$ cat config.mk
export PLATFORM = sky130hd
export DESIGN_NAME = conv_share_arbiter
export DESIGN_NICKNAME = d
export VERILOG_FILES = /design/src/rtl/conv_share_arbiter.sv
export SDC_FILE = /design/constraint.sdc
export NUM_CORES = 1
export LEC_CHECK = 0
export BUFFER_PORTS_ARGS = -buffer_cell sky130_fd_sc_hd__buf_2
export CAP_MARGIN = 20
export CORE_MARGIN = 5
export CORE_UTILIZATION = 35
export DETAILED_ROUTE_END_ITERATION = 16
export PLACE_DENSITY = 0.62
export SLEW_MARGIN = 5
export SYNTH_ARGS = -nofsm -noshare
export SYNTH_HDL_FRONTEND = slang
export SYNTH_SLANG_ARGS = --single-unit
$ cat constraint.sdc
create_clock -name clk -period 2.45 [get_ports clk]
set_clock_uncertainty 0.15 [all_clocks]
set_input_delay 0.3675 -clock clk [delete_from_list [all_inputs] [get_ports clk]]
set_output_delay 0.3675 -clock clk [all_outputs]
set_load 0.005 [all_outputs]
$ cat src/rtl/conv_share_arbiter.sv
// Round-robin share of one 4-bit binary<->Gray converter between two requesters.
// Optional per-requester completion counters enabled by defining CONV_OP_COUNT_EN.
module conv_share_arbiter #(
  parameter int unsigned SETTLE_CYC = 2
) (
  input  logic       clk,
  input  logic       rst_n,
  input  logic [1:0] req,
  input  logic [1:0] mode,
  input  logic [3:0] din0,
  input  logic [3:0] din1,
  output logic [1:0] ack,
  output logic [3:0] dout,
  output logic       busy,
  output logic       owner
`ifdef CONV_OP_COUNT_EN
  ,
  output logic [7:0] cnt0,
  output logic [7:0] cnt1
`endif
);

  typedef enum logic [1:0] {StIdle, StSettle, StDone} state_e;

  state_e     state_q, state_d;
  logic [3:0] cnt_q;
  logic [3:0] op_q;
  logic       mode_q;
  logic       last_q;
  logic       owner_q;
  logic [1:0] ack_q;
  logic [3:0] dout_q;

  logic       grant;
  logic       grant_idx;
  logic       capture;
  logic [3:0] b2g;
  logic [3:0] g2b;
  logic [3:0] conv_res;

  // On a tie the requester that was not served last wins.
  assign grant_idx = (req == 2'b11) ? ~last_q : req[1];

  // Converter only ever sees the latched operand.
  assign b2g      = op_q ^ {1'b0, op_q[3:1]};
  assign g2b[3]   = op_q[3];
  assign g2b[2]   = g2b[3] ^ op_q[2];
  assign g2b[1]   = g2b[2] ^ op_q[1];
  assign g2b[0]   = g2b[1] ^ op_q[0];
  assign conv_res = mode_q ? g2b : b2g;

  always_ff @(posedge clk or negedge rst_n) begin
    if (!rst_n) begin
      state_q <= StIdle;
    end else begin
      state_q <= state_d;
    end
  end

  always_comb begin
    state_d = state_q;
    unique case (state_q)
      StIdle:   if (req != 2'b00) state_d = StSettle;
      StSettle: if (cnt_q == 4'd0) state_d = StDone;
      StDone:   state_d = StIdle;
      default:  state_d = StIdle;
    endcase
  end

  always_comb begin
    grant   = 1'b0;
    capture = 1'b0;
    busy    = 1'b0;
    unique case (state_q)
      StIdle:   grant = (req != 2'b00);
      StSettle: begin
        busy    = 1'b1;
        capture = (cnt_q == 4'd0);
      end
      StDone:   busy = 1'b1;
      default:  busy = 1'b0;
    endcase
  end

  always_ff @(posedge clk or negedge rst_n) begin
    if (!rst_n) begin
      cnt_q   <= 4'd0;
      op_q    <= 4'd0;
      mode_q  <= 1'b0;
      last_q  <= 1'b1;
      owner_q <= 1'b0;
      ack_q   <= 2'b00;
      dout_q  <= 4'd0;
    end else begin
      ack_q <= 2'b00;
      if (grant) begin
        op_q    <= grant_idx ? din1 : din0;
        mode_q  <= mode[grant_idx];
        owner_q <= grant_idx;
        last_q  <= grant_idx;
        cnt_q   <= 4'(SETTLE_CYC - 1);
      end else if (capture) begin
        dout_q <= conv_res;
        ack_q  <= owner_q ? 2'b10 : 2'b01;
      end else if (state_q == StSettle) begin
        cnt_q <= cnt_q - 4'd1;
      end
    end
  end

  assign ack   = ack_q;
  assign dout  = dout_q;
  assign owner = owner_q;

`ifdef CONV_OP_COUNT_EN
  logic [7:0] cnt0_q, cnt1_q;

  always_ff @(posedge clk or negedge rst_n) begin
    if (!rst_n) begin
      cnt0_q <= 8'd0;
      cnt1_q <= 8'd0;
    end else if (capture) begin
      if (!owner_q && cnt0_q != 8'hff) cnt0_q <= cnt0_q + 8'd1;
      if (owner_q && cnt1_q != 8'hff)  cnt1_q <= cnt1_q + 8'd1;
    end
  end

  assign cnt0 = cnt0_q;
  assign cnt1 = cnt1_q;
`endif

endmodule

### Yosys cells after proc, flatten, opt, wreduce, memory -nomap -nowiden

Cells that the tools add are included.

* logic and storage cells: 47
* input port bits: 14
* output and inout port bits: 8
* register bits after elaboration: 19

* $add $sub $neg: 1
* $lt $le $gt $ge: 1
* equal/unequal tests: 6
* muxes and demuxes: 17
* bitwise operators: 6
* reductions and logical operators: 8

Operators with widths (count)
* two-way mux 4 bit: 5
* two-way mux 2 bit: 5
* two-way mux 1 bit: 6
* != test 2 bit, second input constant: 3
* AND reduction 2 bit: 3
* equality test 2 bit, second input constant: 2
* zero test 4 bit: 1
* case mux 2 bit (2 select lines): 1
* nonzero test 2 bit: 2
* subtractor 4 x 1 -> 4 bit, second input constant: 1
* XOR 4 x 3 -> 4 bit: 1
* XOR 1 bit: 3
* equality test 2 x 1 -> 1 bit, second input constant: 1
* zero test 2 bit: 1
* less-than comparator 1 x 2 -> 1 bit, second input constant: 1
* inverter 1 bit: 2
* OR reduction 2 bit: 1

### Depth between registers and ports, before layout

* word-level depth: 4
* mapped depth: 6

### Worst setup path before layout

No wires, ideal clock.

* kind: reg-to-reg
* start point: register cnt_q[0]
* end point: register dout_q[0], in the netlist dout[0]
* arrival time: 1432 ps
* stages on the path, launching flop included: 6
* setup time: 130 ps
* setup slack: 738 ps
* period minus slack after synthesis: 1712 ps
* required time: 2170 ps
* buffers on the path: 0
* cells stage by stage: dfrtp_1 -> inv_1 -> ha_1 -> or4bb_2 -> o21ai_0 -> o31ai_1

* cells in the longest elaborated chain, start to end: 3

RTL lines
* start, declared: line 26 `logic [3:0] cnt_q;`
* start signal, assigned: line 101 `cnt_q <= 4'(SETTLE_CYC - 1);`
* start signal, assigned: line 106 `cnt_q <= cnt_q - 4'd1;`
* zero test 4 bit: line 78 `capture = (cnt_q == 4'd0);`
* two-way mux 1 bit: line 74 `unique case (state_q)`
* AND reduction 2 bit (no line)
* end signal, assigned: line 103 `dout_q <= conv_res;`
* end, declared: line 32 `logic [3:0] dout_q;`

No other way between the ends.
A chain may end at the register's enable or synchronous reset.

### Worst setup path after layout

* start point: register state_q[1]
* end point: register dout_q[2], in the netlist dout[2]

* cells in the longest elaborated chain, start to end: 4

RTL lines
* start, declared: line 25 `state_e state_q, state_d;`
* start signal, assigned: line 54 `state_q <= StIdle;`
* start signal, assigned: line 56 `state_q <= state_d;`
* zero test 2 bit: line 74
* two-way mux 1 bit: line 74
* inverter 1 bit (no line)
* AND reduction 2 bit (no line) *

Mark *: on every way between the ends. The rest lies on a longest branch, timed or not.

==> out/metrics.cfg <==
[run_status]
status=complete, no violations

[floorplan]
initial_utilization_pct=37.5
die_area_um2=3840
io_pins=22
die_w_um=62.0
core_area_um2=2520
rows=18
fp.dieH_um=62.0

[detailed_routing]
wl_per_cell_um=12.5
via_per_inst=4.91
route.detailed.drc=0
antenna_left=0
drt_iter0_markers=10
firstDrtPassIters=2
wirelength_mm=1.83
vias=717

[timing]
tightest_slew_ps=438
setup_tns_ps=0
rsz0062_at_grt=no
post-route-period-util_pct=78.0
setup_violations=0
final-hold-violation-count=0
min_period_ps=1910
fmax_ghz=0.523
max_slew_margin_pct=70.8
slew_viol_final=0

[final_layout]
most-common-layout-cells=buf_2 (21), dfrtp_1 (18), o21ai_0 (12), a21oi_1 (8)
antenna_cells=0
fin_cells=146
layout_commonest_cell=buf_2
drive_gt1_share_pct=28.4
fin_nets=135
area.growth.synth_to_final_pct=19.3

[worst_setup_path]
reg2regPathDepth=6
worstReg2RegEnd=dout[2]$_DFFE_PN0P_
reg2reg_from=state_q[1]$_DFFE_PN0P_
critPathKind=reg2reg
cp_max_fo=12
r2r_setup_slack_ps=540
required_ps=2490
critPathLaunchType=flop
endpoint_kind=flop
crit_arrival_ps=1950

[worst_hold_path]
hp-start=req[0]
hold_depth=2
whs_endpoint=last_q$_DFFE_PN1P_
hp-class=in2reg

[clock_tree]
clk_pin_slew_ps=110
cts_made_buffers=3
cts_sinks=19
clock_path_buffers=2
insertion_delay_ps=300
cts-root-buf=clkbuf_4
cts_tree=built
cts_resized=0
htree_num_levels=1

[synthesis]
ys_warn_count=0
syn_nets=108
ys_seq_area_share_pct=50.5
synth.cell_area_um2=945
syn_area_per_cell_um2=10.5
yosys.cell_types.count=26
synth_cells=90
synthTopCellsByArea=dfrtp_1 (48%), o21ai_0 (6.4%), ha_1 (5.3%)
synth_largest_area_cell=dfrtp_1
synth_top_area_share_pct=47.7
synth-seq-cells=19

[pwr]
vdd_drop_max_uv=630
p_per_area_nw_per_um2=1220
power_leakage_uw=0.000545

[placement]
port_buffers=21
dpl.hpwl_mm=1.37
dp_cells=141
gp_congestion=0.854

[job]
drv_cap=0

[global_route]
grt_first_pass_wirelength_mm=2.88
grt_remaining_overflow=0
antenna_found_initial=0
grt_pass1_vias=643
grt_usage_pct=10.3
grt_max_degree=20

registers in the layout, indices dropped and copies added (netlist names):
| signal | count |
|---|---|
| owner | 1 |
| dout | 4 |
| cnt_q | 4 |
| mode_q | 1 |
| op_q | 4 |
| ack | 2 |
| last_q | 1 |
| state_q | 2 |
worst max-delay path, stage by stage, from the launching register on:
cell	delay [ps]
dfrtp_1	370
inv_1	100
ha_1	270
o21ai_0	120
buf_4	180
nand3_1	240
mux2_2	370
where the power goes:
| part | switching, uW | total, uW | internal, uW |
|---|---|---|---|
| clock | 95.8 | 159 | 63.4 |
| sequential | 98.8 | 560 | 461 |
| combinational | 350 | 656 | 306 |
layout make-up:
class | instances | area (um2)
timing repair buffer | 23 | 123
tap | 30 | 37.5
multi-input combinational | 63 | 438
fill | 254 | 1400
inverter | 7 | 26.3
sequential | 19 | 477
clock buffer | 4 | 26.3
kinds of logic (layout without fill, tap and decap cells):
group           after synthesis  count (layout)  share of synthesized area [%]
buf+inv                       8              34                           3.18
xor+xnor                      4               4                           3.71
fa+ha+maj                     4               4                           5.30
flops                        19              19                           50.5
simple gates                 21              21                           13.1
mux                           8               8                           8.87
compound gates               26              26                           15.4
cell usage after synthesis:
cell type	n
dfrtp_1	18
o21ai_0	12
a21oi_1	8
inv_1	7
nand2_1	7
mux2i_1	5
ha_1	4
mux2_2	3
nand3_1	3
xor2_1	3
nor2_1	2
o22ai_1	2
or3_1	2
or4_1	2
a21boi_2	1
a31oi_1	1
and3_1	1
clkbuf_1	1
dfstp_2	1
nor3b_1	1
nor3b_2	1
o21a_1	1
o31ai_1	1
or3b_2	1
or4bb_2	1
xnor2_1	1
metal layers:
metal  part of all wire [%]  wire [um]  vias up  GRT usage (%)
li1                       -          -      373              -
met1                     49        899      325           13.9
met2                     44        803       14           14.9
met3                    5.5        101        5           3.93
met4                    1.5         27        0           3.64
met5                      0          0        -              0
worst max-delay path by stage:
stage / start / end / slack, ps / depth (start not counted)
finish: state_q[1]$_DFFE_PN0P_ / dout[2]$_DFFE_PN0P_ / 540 / 6
global route: cnt_q[0]$_DFFE_PN0P_ / dout[2]$_DFFE_PN0P_ / 390 / 5
CTS: cnt_q[0]$_DFFE_PN0P_ / dout[2]$_DFFE_PN0P_ / 540 / 5
detailed placement: state_q[1]$_DFFE_PN0P_ / dout[1]$_DFFE_PN0P_ / 570 / 6
global placement: state_q[1]$_DFFE_PN0P_ / dout[3]$_DFFE_PN0P_ / 550 / 6
floorplan: cnt_q[0]$_DFFE_PN0P_ / dout[0]$_DFFE_PN0P_ / 740 / 5
repair_timing:
item,CTS,global route
endpoints found under the hold margin,18,0
buffers inserted,0,0
endpoints found under the setup margin,0,0
hold buffers,1,0
per-stage QoR:
stage | utilization, % | setup slack, ps | total power [uW] | instance area (um2) | hold WS [ps]
3_5_place_dp | 43.3 | 568 | 1230 | 1090 | 186
2_1_floorplan | - | 738 | 1030 | 945 | -78.1
5_1_grt | 44.7 | 394 | 1510 | 1130 | 138
3_3_place_gp | 43.3 | 554 | 1220 | 1090 | 182
6_report | 44.7 | 539 | 1380 | 1130 | 148
4_1_cts | 44.7 | 536 | 1400 | 1130 | 137
Power figures use the tool's default switching activity.
